--- src/rtl/pfb_sequencer_if.sv ---
// Handshake bundle between the PFB sequencer, its sample source and the PE-chain datapath.
interface pfb_sequencer_if #(
    parameter int WIDTH   = 16,
    parameter int FFT_LEN = 32
);
    localparam int PW = $clog2(FFT_LEN);

    logic                    run;
    logic signed [WIDTH-1:0] s_data;
    logic                    s_valid;
    logic                    s_ready;
    logic                    ds_ready;
    logic                    dp_en;
    logic                    dp_vin;
    logic signed [WIDTH-1:0] dp_din;
    logic                    frame_start;
    logic [PW-1:0]           phase_idx;
    logic                    primed;
    logic                    busy;

    modport master (
        output run, s_data, s_valid, ds_ready,
        input  s_ready, dp_en, dp_vin, dp_din, frame_start, phase_idx, primed, busy
    );

    modport slave (
        input  run, s_data, s_valid, ds_ready,
        output s_ready, dp_en, dp_vin, dp_din, frame_start, phase_idx, primed, busy
    );
endinterface

--- src/rtl/pfb_sequencer.sv ---
// Frame sequencer for the oversampled polyphase filter: D load steps then M-D loopback steps
// per frame, stalled by input starvation (load only) and downstream back-pressure.
module pfb_sequencer #(
    parameter int WIDTH   = 16,
    parameter int FFT_LEN = 32,
    parameter int DEC_FAC = 24,
    parameter int PTAPS   = 8
) (
    input  logic            clk,
    input  logic            rst,
    pfb_sequencer_if.slave  bus
);
    localparam int CW = $clog2(FFT_LEN);
    localparam int FW = $clog2(PTAPS + 1);

    localparam logic [CW-1:0] CYC_ZERO   = {CW{1'b0}};
    localparam logic [CW-1:0] CYC_ONE    = CW'(1);
    localparam logic [CW-1:0] LOAD_LAST  = CW'(DEC_FAC - 1);
    localparam logic [CW-1:0] LOOP_FIRST = CW'(DEC_FAC);
    localparam logic [CW-1:0] FRAME_LAST = CW'(FFT_LEN - 1);
    localparam logic [CW-1:0] PHASE_INC  = CW'(DEC_FAC);
    localparam logic [FW-1:0] FRAMES_FULL = FW'(PTAPS);
    localparam logic [FW-1:0] FRAMES_ONE  = FW'(1);

    typedef enum logic [1:0] {
        ST_IDLE = 2'd0,
        ST_LOAD = 2'd1,
        ST_LOOP = 2'd2
    } state_t;

    state_t        r_state;
    state_t        w_state_nxt;
    logic [CW-1:0] r_cyc_ctr;
    logic [CW-1:0] w_cyc_nxt;
    logic [CW-1:0] r_phase;
    logic [CW-1:0] w_phase_nxt;
    logic [FW-1:0] r_frame_cnt;
    logic [FW-1:0] w_frame_cnt_nxt;
    logic          r_primed;
    logic          w_en;
    logic          w_vin;
    logic          w_s_ready;
    logic          w_frame_end;

    // Next-state, counter and combinational datapath controls
    always_comb begin
        w_state_nxt = r_state;
        w_cyc_nxt   = r_cyc_ctr;
        w_en        = 1'b0;
        w_vin       = 1'b0;
        w_s_ready   = 1'b0;
        w_frame_end = 1'b0;
        case (r_state)
            ST_IDLE: begin
                if (bus.run) begin
                    w_state_nxt = ST_LOAD;
                end else begin
                    w_state_nxt = ST_IDLE;
                end
            end
            ST_LOAD: begin
                w_s_ready = bus.ds_ready;
                w_vin     = 1'b1;
                w_en      = bus.s_valid & bus.ds_ready;
                if (w_en && (r_cyc_ctr == LOAD_LAST)) begin
                    w_state_nxt = ST_LOOP;
                    w_cyc_nxt   = LOOP_FIRST;
                end else if (w_en) begin
                    w_cyc_nxt = r_cyc_ctr + CYC_ONE;
                end else begin
                    w_cyc_nxt = r_cyc_ctr;
                end
            end
            ST_LOOP: begin
                // Loopback never waits on the source, only on the downstream stage
                w_en = bus.ds_ready;
                if (w_en && (r_cyc_ctr == FRAME_LAST)) begin
                    w_frame_end = 1'b1;
                    w_cyc_nxt   = CYC_ZERO;
                    w_state_nxt = bus.run ? ST_LOAD : ST_IDLE;
                end else if (w_en) begin
                    w_cyc_nxt = r_cyc_ctr + CYC_ONE;
                end else begin
                    w_cyc_nxt = r_cyc_ctr;
                end
            end
            default: begin
                w_state_nxt = ST_IDLE;
                w_cyc_nxt   = CYC_ZERO;
            end
        endcase
    end

    // Frame-end bookkeeping: phase rotation wraps naturally, frame count saturates
    always_comb begin
        w_phase_nxt     = r_phase;
        w_frame_cnt_nxt = r_frame_cnt;
        if (w_frame_end) begin
            w_phase_nxt = r_phase + PHASE_INC;
            if (r_frame_cnt != FRAMES_FULL) begin
                w_frame_cnt_nxt = r_frame_cnt + FRAMES_ONE;
            end else begin
                w_frame_cnt_nxt = r_frame_cnt;
            end
        end else begin
            w_phase_nxt     = r_phase;
            w_frame_cnt_nxt = r_frame_cnt;
        end
    end

    // State and counter registers
    always_ff @(posedge clk or posedge rst) begin
        if (rst) begin
            r_state     <= ST_IDLE;
            r_cyc_ctr   <= CYC_ZERO;
            r_phase     <= CYC_ZERO;
            r_frame_cnt <= {FW{1'b0}};
            r_primed    <= 1'b0;
        end else begin
            r_state     <= w_state_nxt;
            r_cyc_ctr   <= w_cyc_nxt;
            r_phase     <= w_phase_nxt;
            r_frame_cnt <= w_frame_cnt_nxt;
            r_primed    <= r_primed | (w_frame_cnt_nxt == FRAMES_FULL);
        end
    end

    assign bus.s_ready     = w_s_ready;
    assign bus.dp_en       = w_en;
    assign bus.dp_vin      = w_vin;
    assign bus.dp_din      = rst ? {WIDTH{1'b0}} : bus.s_data;
    assign bus.frame_start = w_en & (r_cyc_ctr == CYC_ZERO);
    assign bus.phase_idx   = r_phase;
    assign bus.primed      = r_primed;
    assign bus.busy        = (r_state != ST_IDLE);
endmodule

--- src/flat_wrapper.sv ---
// flat-port wrapper written by rule: the top's interface ports become plain ports
module pfb_sequencer_flat 
#(
    parameter int WIDTH   = 16,
    parameter int FFT_LEN = 32,
    parameter int DEC_FAC = 24,
    parameter int PTAPS   = 8
)
  (clk, rst, bus_run, bus_s_data, bus_s_valid, bus_ds_ready, bus_s_ready, bus_dp_en, bus_dp_vin, bus_dp_din, bus_frame_start, bus_phase_idx, bus_primed, bus_busy);
  pfb_sequencer_if #(.WIDTH(WIDTH), .FFT_LEN(FFT_LEN)) bus_i ();
  input  logic clk;
  input  logic rst;
  input wire logic [$bits(bus_i.run)-1:0] bus_run;
  input wire logic [$bits(bus_i.s_data)-1:0] bus_s_data;
  input wire logic [$bits(bus_i.s_valid)-1:0] bus_s_valid;
  input wire logic [$bits(bus_i.ds_ready)-1:0] bus_ds_ready;
  output wire logic [$bits(bus_i.s_ready)-1:0] bus_s_ready;
  output wire logic [$bits(bus_i.dp_en)-1:0] bus_dp_en;
  output wire logic [$bits(bus_i.dp_vin)-1:0] bus_dp_vin;
  output wire logic [$bits(bus_i.dp_din)-1:0] bus_dp_din;
  output wire logic [$bits(bus_i.frame_start)-1:0] bus_frame_start;
  output wire logic [$bits(bus_i.phase_idx)-1:0] bus_phase_idx;
  output wire logic [$bits(bus_i.primed)-1:0] bus_primed;
  output wire logic [$bits(bus_i.busy)-1:0] bus_busy;
  assign bus_i.run = bus_run;
  assign bus_i.s_data = bus_s_data;
  assign bus_i.s_valid = bus_s_valid;
  assign bus_i.ds_ready = bus_ds_ready;
  assign bus_s_ready = bus_i.s_ready;
  assign bus_dp_en = bus_i.dp_en;
  assign bus_dp_vin = bus_i.dp_vin;
  assign bus_dp_din = bus_i.dp_din;
  assign bus_frame_start = bus_i.frame_start;
  assign bus_phase_idx = bus_i.phase_idx;
  assign bus_primed = bus_i.primed;
  assign bus_busy = bus_i.busy;
  pfb_sequencer #(.WIDTH(WIDTH), .FFT_LEN(FFT_LEN), .DEC_FAC(DEC_FAC), .PTAPS(PTAPS)) u_core (.clk(clk), .rst(rst), .bus(bus_i));
endmodule
--- config.mk ---
export PLATFORM = sky130hd
export DESIGN_NAME = pfb_sequencer_flat
export DESIGN_NICKNAME = d
export VERILOG_FILES = /design/src/rtl/pfb_sequencer_if.sv /design/src/rtl/pfb_sequencer.sv /design/src/flat_wrapper.sv
export SDC_FILE = /design/constraint.sdc
export NUM_CORES = 1
export LEC_CHECK = 0
export ABC_AREA = 0
export CAP_MARGIN = 30
export CORE_MARGIN = 3
export CORE_UTILIZATION = 44
export CTS_CLUSTER_SIZE = 20
export DETAILED_ROUTE_END_ITERATION = 10
export MAX_ROUTING_LAYER = met4
export PLACE_DENSITY = 0.95
export SLEW_MARGIN = 20
export SYNTH_ARGS = -nofsm -noshare
export SYNTH_HDL_FRONTEND = slang
export SYNTH_SLANG_ARGS = --single-unit
--- constraint.sdc ---
create_clock -name clk -period 4.5 [get_ports clk]
set_input_delay 1.35 -clock clk [delete_from_list [all_inputs] [get_ports clk]]
set_output_delay 1.35 -clock clk [all_outputs]
set_load 0.01 [all_outputs]
==> results_dict.tcl, run 1 <==
set metrics [dict create \
    run_status "finished clean" \
    ys_types 35 \
    grt_max_degree 18 \
    layout_min_cycle_time_ns 4.249 \
    overflow 0 \
    timing.critical_path.to "bus_frame_start" \
    synth_area_leaders "dfrtp_1 34%, nor2b_1 10%, ha_1 9.8%" \
    path_delay_family "buffers and inverters" \
    cts_sinks 14 \
    r2r_slack_ns 2.51 \
    synth-edff-count 0 \
    rsz0062_at_grt "false" \
    firstDrtPassIters 4 \
    reg2reg_from "u_core.r_cyc_ctr[1]" \
    std_cell_rows 16 \
    design_area_um2 1496 \
    path_depth 5 \
    numCtsBuffers 3 \
    finalSetupTns_ns 0 \
    place_area_um2 1474 \
    die_h_um 54.29 \
    cts_tree "done" \
    n_antenna_cell 0 \
    synth_top_area_share_pct 34.15 \
    drv_cap 0 \
    cp_cell_sequence "clkdlybuf4s50_1, nand2_1, nor2_1, and4b_1, clkdlybuf4s50_1" \
    syn_to_final_growth_pct 45.85 \
    cp.required_ns 3.15 \
    hold_class "flop to flop" \
    via_count 972 \
    worst-slew-pin-transition_ns 0.5307 \
    yosysWarnings 0 \
    cp_num_buf_inv 2 \
    fin_total_pwr_w 0.0003982 \
    layout_commonest_cell "clkdlybuf4s50_1" \
    drive_gt1_share_pct 4.430 \
    yosys_register_bits 14 \
    setup_viol 0 \
    synthArstFlopShare_pct 100.0 \
    max_stage_delay_ns 0.57 \
    hpwl_um 2120 \
    die-area_um2 2947 \
    holdPathStages 1 \
    clockBufferDepth 2 \
    cts-root-buf "clkbuf_4" \
    nNetsFinal 189 \
    final_cell_mix "44 x clkdlybuf4s50_1, 17 x nor2b_1, 14 x dfrtp_1" \
    fin_crit_sh_pct 94.43 \
    cp-startpoint "bus_ds_ready" \
    path_clk_slew_ns 0.08 \
    timing.rr.end "u_core.bus.primed" \
    antenna_found_initial 0 \
    grt_pass1_wl_um 4077 \
    finalMaxSlewViolations 0 \
    endpoint_kind "output port" \
    worst-path-max-fanout 7 \
    portBuffers 44 \
    cts-resized-gates 0 \
    skew_ns 0.002932 \
    synthFlopType "dfrtp_1" \
    insertion_delay_ns 0.29 \
    ir_worst_vdd_uv 295.7 \
    whs_ns 0.4675 \
    grt_usage_pct 20.22 \
    fill_cells 163 \
    leakagePower_nw 0.6265 \
    grt_pass1_vias 914 \
    start_util_pct 49.28 \
    r2r_cells 7 \
    drc 0 \
    wl_per_cell_um 14.13 \
    crit_top_cell "clkdlybuf4s50_1" \
    start_kind "input pin" \
    path_class "input pin to output port" \
    synthCells 114 \
    htreeDepth 1 \
    initialDrtViolationCount 11 \
    max_slew_margin_pct 64.51 \
    syn_avg_cell_area_um2 9.000 \
    ant_nets 0 \
    synth_area_leader_cell "dfrtp_1" \
    syn_area_um2 1026 \
    max_freq_mhz 235.3 \
    post_cts_buffers 0 \
    arrival_ns 2.90 \
    hold_viol 0 \
    core-area_um2 2082 \
    die_x_um 54.29 \
    power.density_nw_per_um2 266.1 \
    holdBufCountCts 0 \
    gp_congestion 0.8889 \
    pin_count 48 \
    seq_area_frac_synth_pct 34.15 \
    wirelength_um 2614 \
    avgViaCountPerCell 5.254 \
    slowest_stage "clkdlybuf4s50_1" \
]
[worst reg2reg max path, delay by kind of cell (launching register included)]
kind | cells | cell delay (ns)
adders and majority gates | 2 | 0.45
AOI/OAI and AO/OA | 1 | 0.21
xor gates and xnor gates | 1 | 0.16
DFF | 1 | 0.40
and+or+nand+nor | 3 | 0.67
[cell type report]
cell class,instances,area [um^2],area share (%)
clock buffer,3,22.52,1.505
multi-input combinational,85,604.3,40.38
timing repair buffer,44,440.4,29.43
tap,27,33.78,2.258
inverter,12,45.04,3.010
sequential,14,350.3,23.41
[stage by stage]
step	utilization [%]	setup WS, ns	cells
after CTS	71.88	0.2578	185
final	71.88	0.2506	185
after global placement	70.79	0.2997	182
after floorplan	-	1.282	116
after global routing	71.88	0.1723	185
after detailed placement	70.79	0.2668	182
[cells by family after synthesis]
family / synth area share (%)
AND/OR/NAND/NOR: 26.22
AO/OA/AOI/OAI: 16.71
buffers and inverters: 7.682
flip-flops: 34.15
adder cells (fa/ha/maj): 9.756
XOR/XNOR: 4.147
other: 0.3655
multiplexers: 0.9756
[worst min path at each step]
stage                            startpoint                 endpoint  slack [ns]
global placement          u_core.bus.primed        u_core.bus.primed        0.45
detailed placement        u_core.bus.primed        u_core.bus.primed        0.45
global route              u_core.bus.primed        u_core.bus.primed        0.49
finish                    u_core.bus.primed        u_core.bus.primed        0.47
floorplan           u_core.bus.phase_idx[4]  u_core.bus.phase_idx[4]        0.50
CTS                 u_core.bus.phase_idx[4]  u_core.bus.phase_idx[4]        0.47
[report_power, final]
part	switching [W]	internal [W]	total, W
Clock	0.0000403	0.0000311	0.0000715
Combinational	0.0000954	0.0000875	0.000183
Sequential	0.00000827	0.000136	0.000144
[per-layer routing]
layer	share of wire [%]	global-route usage [%]	wire length (um)	vias up
li1	-	-	-	472
met1	41	22.38	1059	457
met2	52	35.06	1372	38
met3	5.2	4.087	136	5
met4	1.8	8.714	46	0
met5	0	-	0	-
[registers in the layout, summed over array words and instances, names as in the netlist]
| signal | cells |
|---|---|
| u_core.r_frame_cnt | 4 |
| u_core.r_state | 2 |
| u_core.bus.phase_idx | 2 |
| u_core.bus.primed | 1 |
| u_core.r_cyc_ctr | 5 |
[cell usage after synthesis (all sizes together) (2+ instances only)]
cell and n:
nor2b 17, dfrtp 14, inv 12, ha 8, nand2 8, a21oi 7, o21ai 5, buf 4
nand4 4, nor2 4, nand3 3, o22ai 3, xnor2 3, and2 2, and3 2, o21a 2
No activity file was read; power rests on OpenSTA's default activity.
==> run 2, diff against run 1 <==
CAP_MARGIN = 20   (was 30)
==> results of run 2 <==
The final DEF is identical to that of run 1; final timing and power are the same.
==> run 3, diff against run 2 <==
clock period = 5.5 ns   (was 4.5 ns; I/O delays follow)
==> run 3 against run 2 <==
  * First-iteration DRC count increased by 91%
  * Sequential share of layout area decreased by 0.21 points
  * Non-clock buffer count unchanged
  * Combinational power decreased by 19%
  * Worst hold slack improved by 0.0024 ns
  * Final cell count increased by 0.54%
  * Highest routed layer unchanged
==> results_dict.tcl, run 3 (synthesis results as in run 1) <==
set metrics [dict create \
    cts-root-buf "clkbuf_4" \
    portBuffers 44 \
    path_clk_slew_ns 0.09 \
    largest_register_ffs 5 \
    fin_crit_sh_pct 88.40 \
    cts-resized-gates 0 \
    hpwl_um 2120 \
    skew_ns 0.009729 \
    rsz0062_at_grt "false" \
    initialDrtViolationCount 21 \
    cts_tree "done" \
    p_switching_w 0.0001195 \
    dp_slack_ns 0.6628 \
    cts_sinks 14 \
    insertion_delay_ns 0.30 \
    max_freq_mhz 205.7 \
    finalMaxSlewViolations 0 \
    clockBufferDepth 2 \
    path_class "input pin to output port" \
    hold_class "flop to flop" \
    instances_no_fill 186 \
    die-area_um2 2947 \
    firstDrtPassIters 4 \
    reg2reg_from "u_core.r_cyc_ctr[1]" \
    via_count 982 \
    endpoint_kind "output port" \
    start_kind "input pin" \
    post_cts_buffers 0 \
    r2r_cells 7 \
    final_cell_mix "44 x clkdlybuf4s50_1, 17 x nor2b_1, 14 x dfrtp_1" \
    pwr-share-seq_pct 34.3 \
    grt_max_degree 18 \
    fill_cells 159 \
    gp_congestion 0.8889 \
    hp-start "u_core.bus.primed" \
    worst_slack_ns 0.6381 \
    numCtsBuffers 3 \
    hold_end "u_core.bus.primed" \
    die_h_um 54.29 \
    holdPathStages 1 \
    switching_share_pct 34.88 \
    p_clk_share_pct 22.3 \
    n_antenna_cell 0 \
    start_util_pct 49.28 \
    hold_viol 0 \
    timing.rr.end "u_core.bus.primed" \
    wl_per_cell_um 14.02 \
    arrival_ns 3.21 \
    r2r_slack_ns 3.52 \
    worst-path-max-fanout 7 \
    drc 0 \
    fin_util_pct 72.54 \
    grt_usage_pct 19.63 \
    dp.cells 182 \
    top_register "u_core.r_cyc_ctr" \
    finalSetupTns_ns 0 \
    antenna_found_initial 0 \
    cp.required_ns 3.85 \
    worst-slew-pin-transition_ns 0.5288 \
    holdBufCountCts 0 \
    grt_pass1_vias 932 \
    ant_nets 0 \
    p_int_w 0.0002231 \
    syn_to_final_growth_pct 47.20 \
    design_area_um2 1510 \
    layout_min_cycle_time_ns 4.862 \
    nNetsFinal 189 \
    std_cell_rows 16 \
    power.density_nw_per_um2 226.8 \
    setup_viol 0 \
    max_slew_margin_pct 64.64 \
    avgViaCountPerCell 5.280 \
    leakagePower_nw 0.6337 \
    overflow 0 \
    top_regs "u_core.r_cyc_ctr (5), u_core.r_frame_cnt (4)" \
    layout_commonest_cell "clkdlybuf4s50_1" \
    place_area_um2 1474 \
    drv_cap 0 \
    pwr-share-comb_pct 43.4 \
    run_status "finished clean" \
    drive_gt1_share_pct 5.031 \
    grt_pass1_wl_um 3946 \
    ir_worst_vdd_uv 295.5 \
    htreeDepth 1 \
    wirelength_um 2608 \
    pin_count 48 \
    core-area_um2 2082 \
    die_x_um 54.29 \
]
run 3: cell type report:
type	instances	area [um^2]	area share [%]
Sequential cell	14	350.3	23.20
Timing Repair Buffer	44	440.4	29.16
Tap cell	27	33.78	2.237
Multi-Input combinational cell	85	604.3	40.02
Inverter	12	45.04	2.983
Clock buffer	4	36.28	2.403
run 3: how the worst max path moves through the flow:
stage / cells after the start / slack, ns / start / endpoint
6_report: 5 / 0.64 / bus_ds_ready / bus_frame_start
5_1_grt: 5 / 0.56 / bus_ds_ready / bus_frame_start
4_1_cts: 5 / 0.65 / bus_ds_ready / bus_frame_start
3_5_place_dp: 5 / 0.66 / bus_ds_ready / bus_frame_start
3_3_place_gp: 5 / 0.70 / bus_ds_ready / bus_frame_start
2_1_floorplan: 3 / 1.68 / bus_s_valid / bus_frame_start
run 3: worst max-delay path: stages:
cell and delay, ns:
clkdlybuf4s50_1 0.58, nand2_1 0.08, nor2_1 0.15, and4b_1 0.21
clkdlybuf4s50_1 0.54
run 3: power by group through the flow:
stage,Clock [W],Combinational (W),Sequential [W]
detailed placement,0,0.000147,0.000120
finish,0.0000762,0.000149,0.000118
CTS,0.0000762,0.000148,0.000118
global route,0.0000803,0.000161,0.000119
floorplan,0,0.0000865,0.000118
global placement,0,0.000144,0.000119
run 3: metrics by stage:
stage	total power (W)	hold slack, ns
final	0.0003426	0.4699
after global routing	0.0003606	0.4917
after CTS	0.0003420	0.4731
after detailed placement	0.0002667	0.4540
after global placement	0.0002627	0.4510
after floorplan	0.0002048	0.5039
run 3: per-layer routing:
metal | track usage, % | part of all wire [%]
met5 | - | 0
met4 | 10.37 | 1.6
met3 | 4.905 | 5.8
met2 | 33.27 | 52
met1 | 21.00 | 41
==> edit (flow settings as in run 2) <==
`PTAPS` is set to 8 in 2 places; all go to 16.
--- a/src/rtl/pfb_sequencer.sv
+++ b/src/rtl/pfb_sequencer.sv
@@ -4,7 +4,7 @@
     parameter int WIDTH   = 16,
     parameter int FFT_LEN = 32,
     parameter int DEC_FAC = 24,
-    parameter int PTAPS   = 8
+    parameter int PTAPS   = 16
 ) (
     input  logic            clk,
     input  logic            rst,
--- a/src/flat_wrapper.sv
+++ b/src/flat_wrapper.sv
@@ -4,7 +4,7 @@
     parameter int WIDTH   = 16,
     parameter int FFT_LEN = 32,
     parameter int DEC_FAC = 24,
-    parameter int PTAPS   = 8
+    parameter int PTAPS   = 16
 )
   (clk, rst, bus_run, bus_s_data, bus_s_valid, bus_ds_ready, bus_s_ready, bus_dp_en, bus_dp_vin, bus_dp_din, bus_frame_start, bus_phase_idx, bus_primed, bus_busy);
   pfb_sequencer_if #(.WIDTH(WIDTH), .FFT_LEN(FFT_LEN)) bus_i ();
Function: same outputs for any inputs over 10 cycles, from zero or initial values and one cycle with rst high; that may be too few to reach the edited logic, so the function may still have changed.
==> edit against run 2 <==
- non-clock buffer count grew 1
- setup slack lost 0.0062 ns
- cell area grew 6.6%
- routed wire length grew 7.4%
- sequential cell count grew 1
- synthesized cell count grew 5.3%
- die area grew 6.7%
- synthesized area grew 7.6%
- combinational power grew 9.8%
- power grew 9.4%
- clock skew grew 0.0061 ns
- global-route usage shrank 0.85 points
- highest routed layer unchanged
==> edit: results (changes against run 2) <==
| Metric | Value |
|---|---|
| R2r endpoint | `u_core.r_cyc_ctr[2]` |
| Clock slew at reported path FFs | `0.10 ns (+0.02 ns)` |
| Total number of vias | `1036 (+6.6%)` |
| FF-to-FF setup slack | `2.42 ns (-0.09 ns)` |
| Share of post-route cells with drive strength above 1 | `8.982% (+4.6 points)` |
| Outcome | `complete, no violations` |
| DP HPWL | `2215 um (+4.5%)` |
| Sequential power share | `35.9% (-0.2 points)` |
| Starting DRT DRC Count | `42 (+31)` |
| LEAKAGE | `0.0007140 uW (+14%)` |
| Dpl cell area | `0.001568 sq mm (+6.4%)` |
| Beginning of the critical path | `rst` |
| Post-Syn Area per Cell | `9.196 sq um (+2.2%)` |
| Wirelength per Cell | `14.40 um (+1.9%)` |
| CP arrival | `2.91 ns (about the same)` |
| Count of cell types in the netlist | `39 (+11%)` |
| GR Util All Layers | `19.38% (-0.85 points)` |
| Hold Startpoint | `u_core.bus.phase_idx[4]` |
| Hold_ws | `0.4792 ns (+0.01169 ns)` |
| Capture point of the critical path | `bus_dp_din[9]` |
| Compound-Gate Fraction of Synth Area | `19.27% (+2.6 points)` |
| Hold Path End | `u_core.bus.phase_idx[4]` |
| Skew final | `0.009072 ns (+0.006140 ns)` |
| Fin util | `69.44% (-2.4 points)` |
| Seq/Total Area, Yosys | `34.01% (-0.13 points)` |
| Post-synth top cells | `inv_1 (16), nor2b_1 (16), dfrtp_1 (15), ha_1 (9)` |
| Fill cell count | `179 (+9.8%)` |
| GPL Wtd Cong | `0.8843 (-0.52%)` |
| DRT Wirelength | `2808 um (+7.4%)` |
| Final worst slack | `0.2445 ns (-0.006157 ns)` |
| Area contributors post-synth | `dfrtp_1 (34%), ha_1 (10%), nor2b_1 (9.1%)` |
| Post-synthesis mux area share | `1.361% (+0.38 points)` |
## edit: cell types whose count changed in the layout (fill, tap and decap cells not counted), sizes merged, moves of 4 or more
cell,change
nand2,-7
o31ai,+5
o21ai,+4
inv,+4
## edit: per-layer routing
| layer | up-vias | global-route usage [%] | routed length (um) |
|---|---|---|---|
| met5 | - | - | 0 |
| met4 | 0 | 4.407 | 28 |
| li1 | 499 | - | - |
| met1 | 470 | 21.48 | 1081 |
| met2 | 63 | 34.39 | 1413 |
| met3 | 4 | 5.336 | 285 |
## edit: area by class of cell
type	count	area share, %
tap	28	2.196
clock buffer	3	1.412
inverter	16	3.765
multi-input combinational	87	40.71
clock inverter	1	0.3137
sequential	15	23.53
timing repair buffer	45	28.08
## edit: critical path: stages
cell,delay (ns)
clkdlybuf4s50_1,0.69
nor2b_1,0.29
clkdlybuf4s50_1,0.57
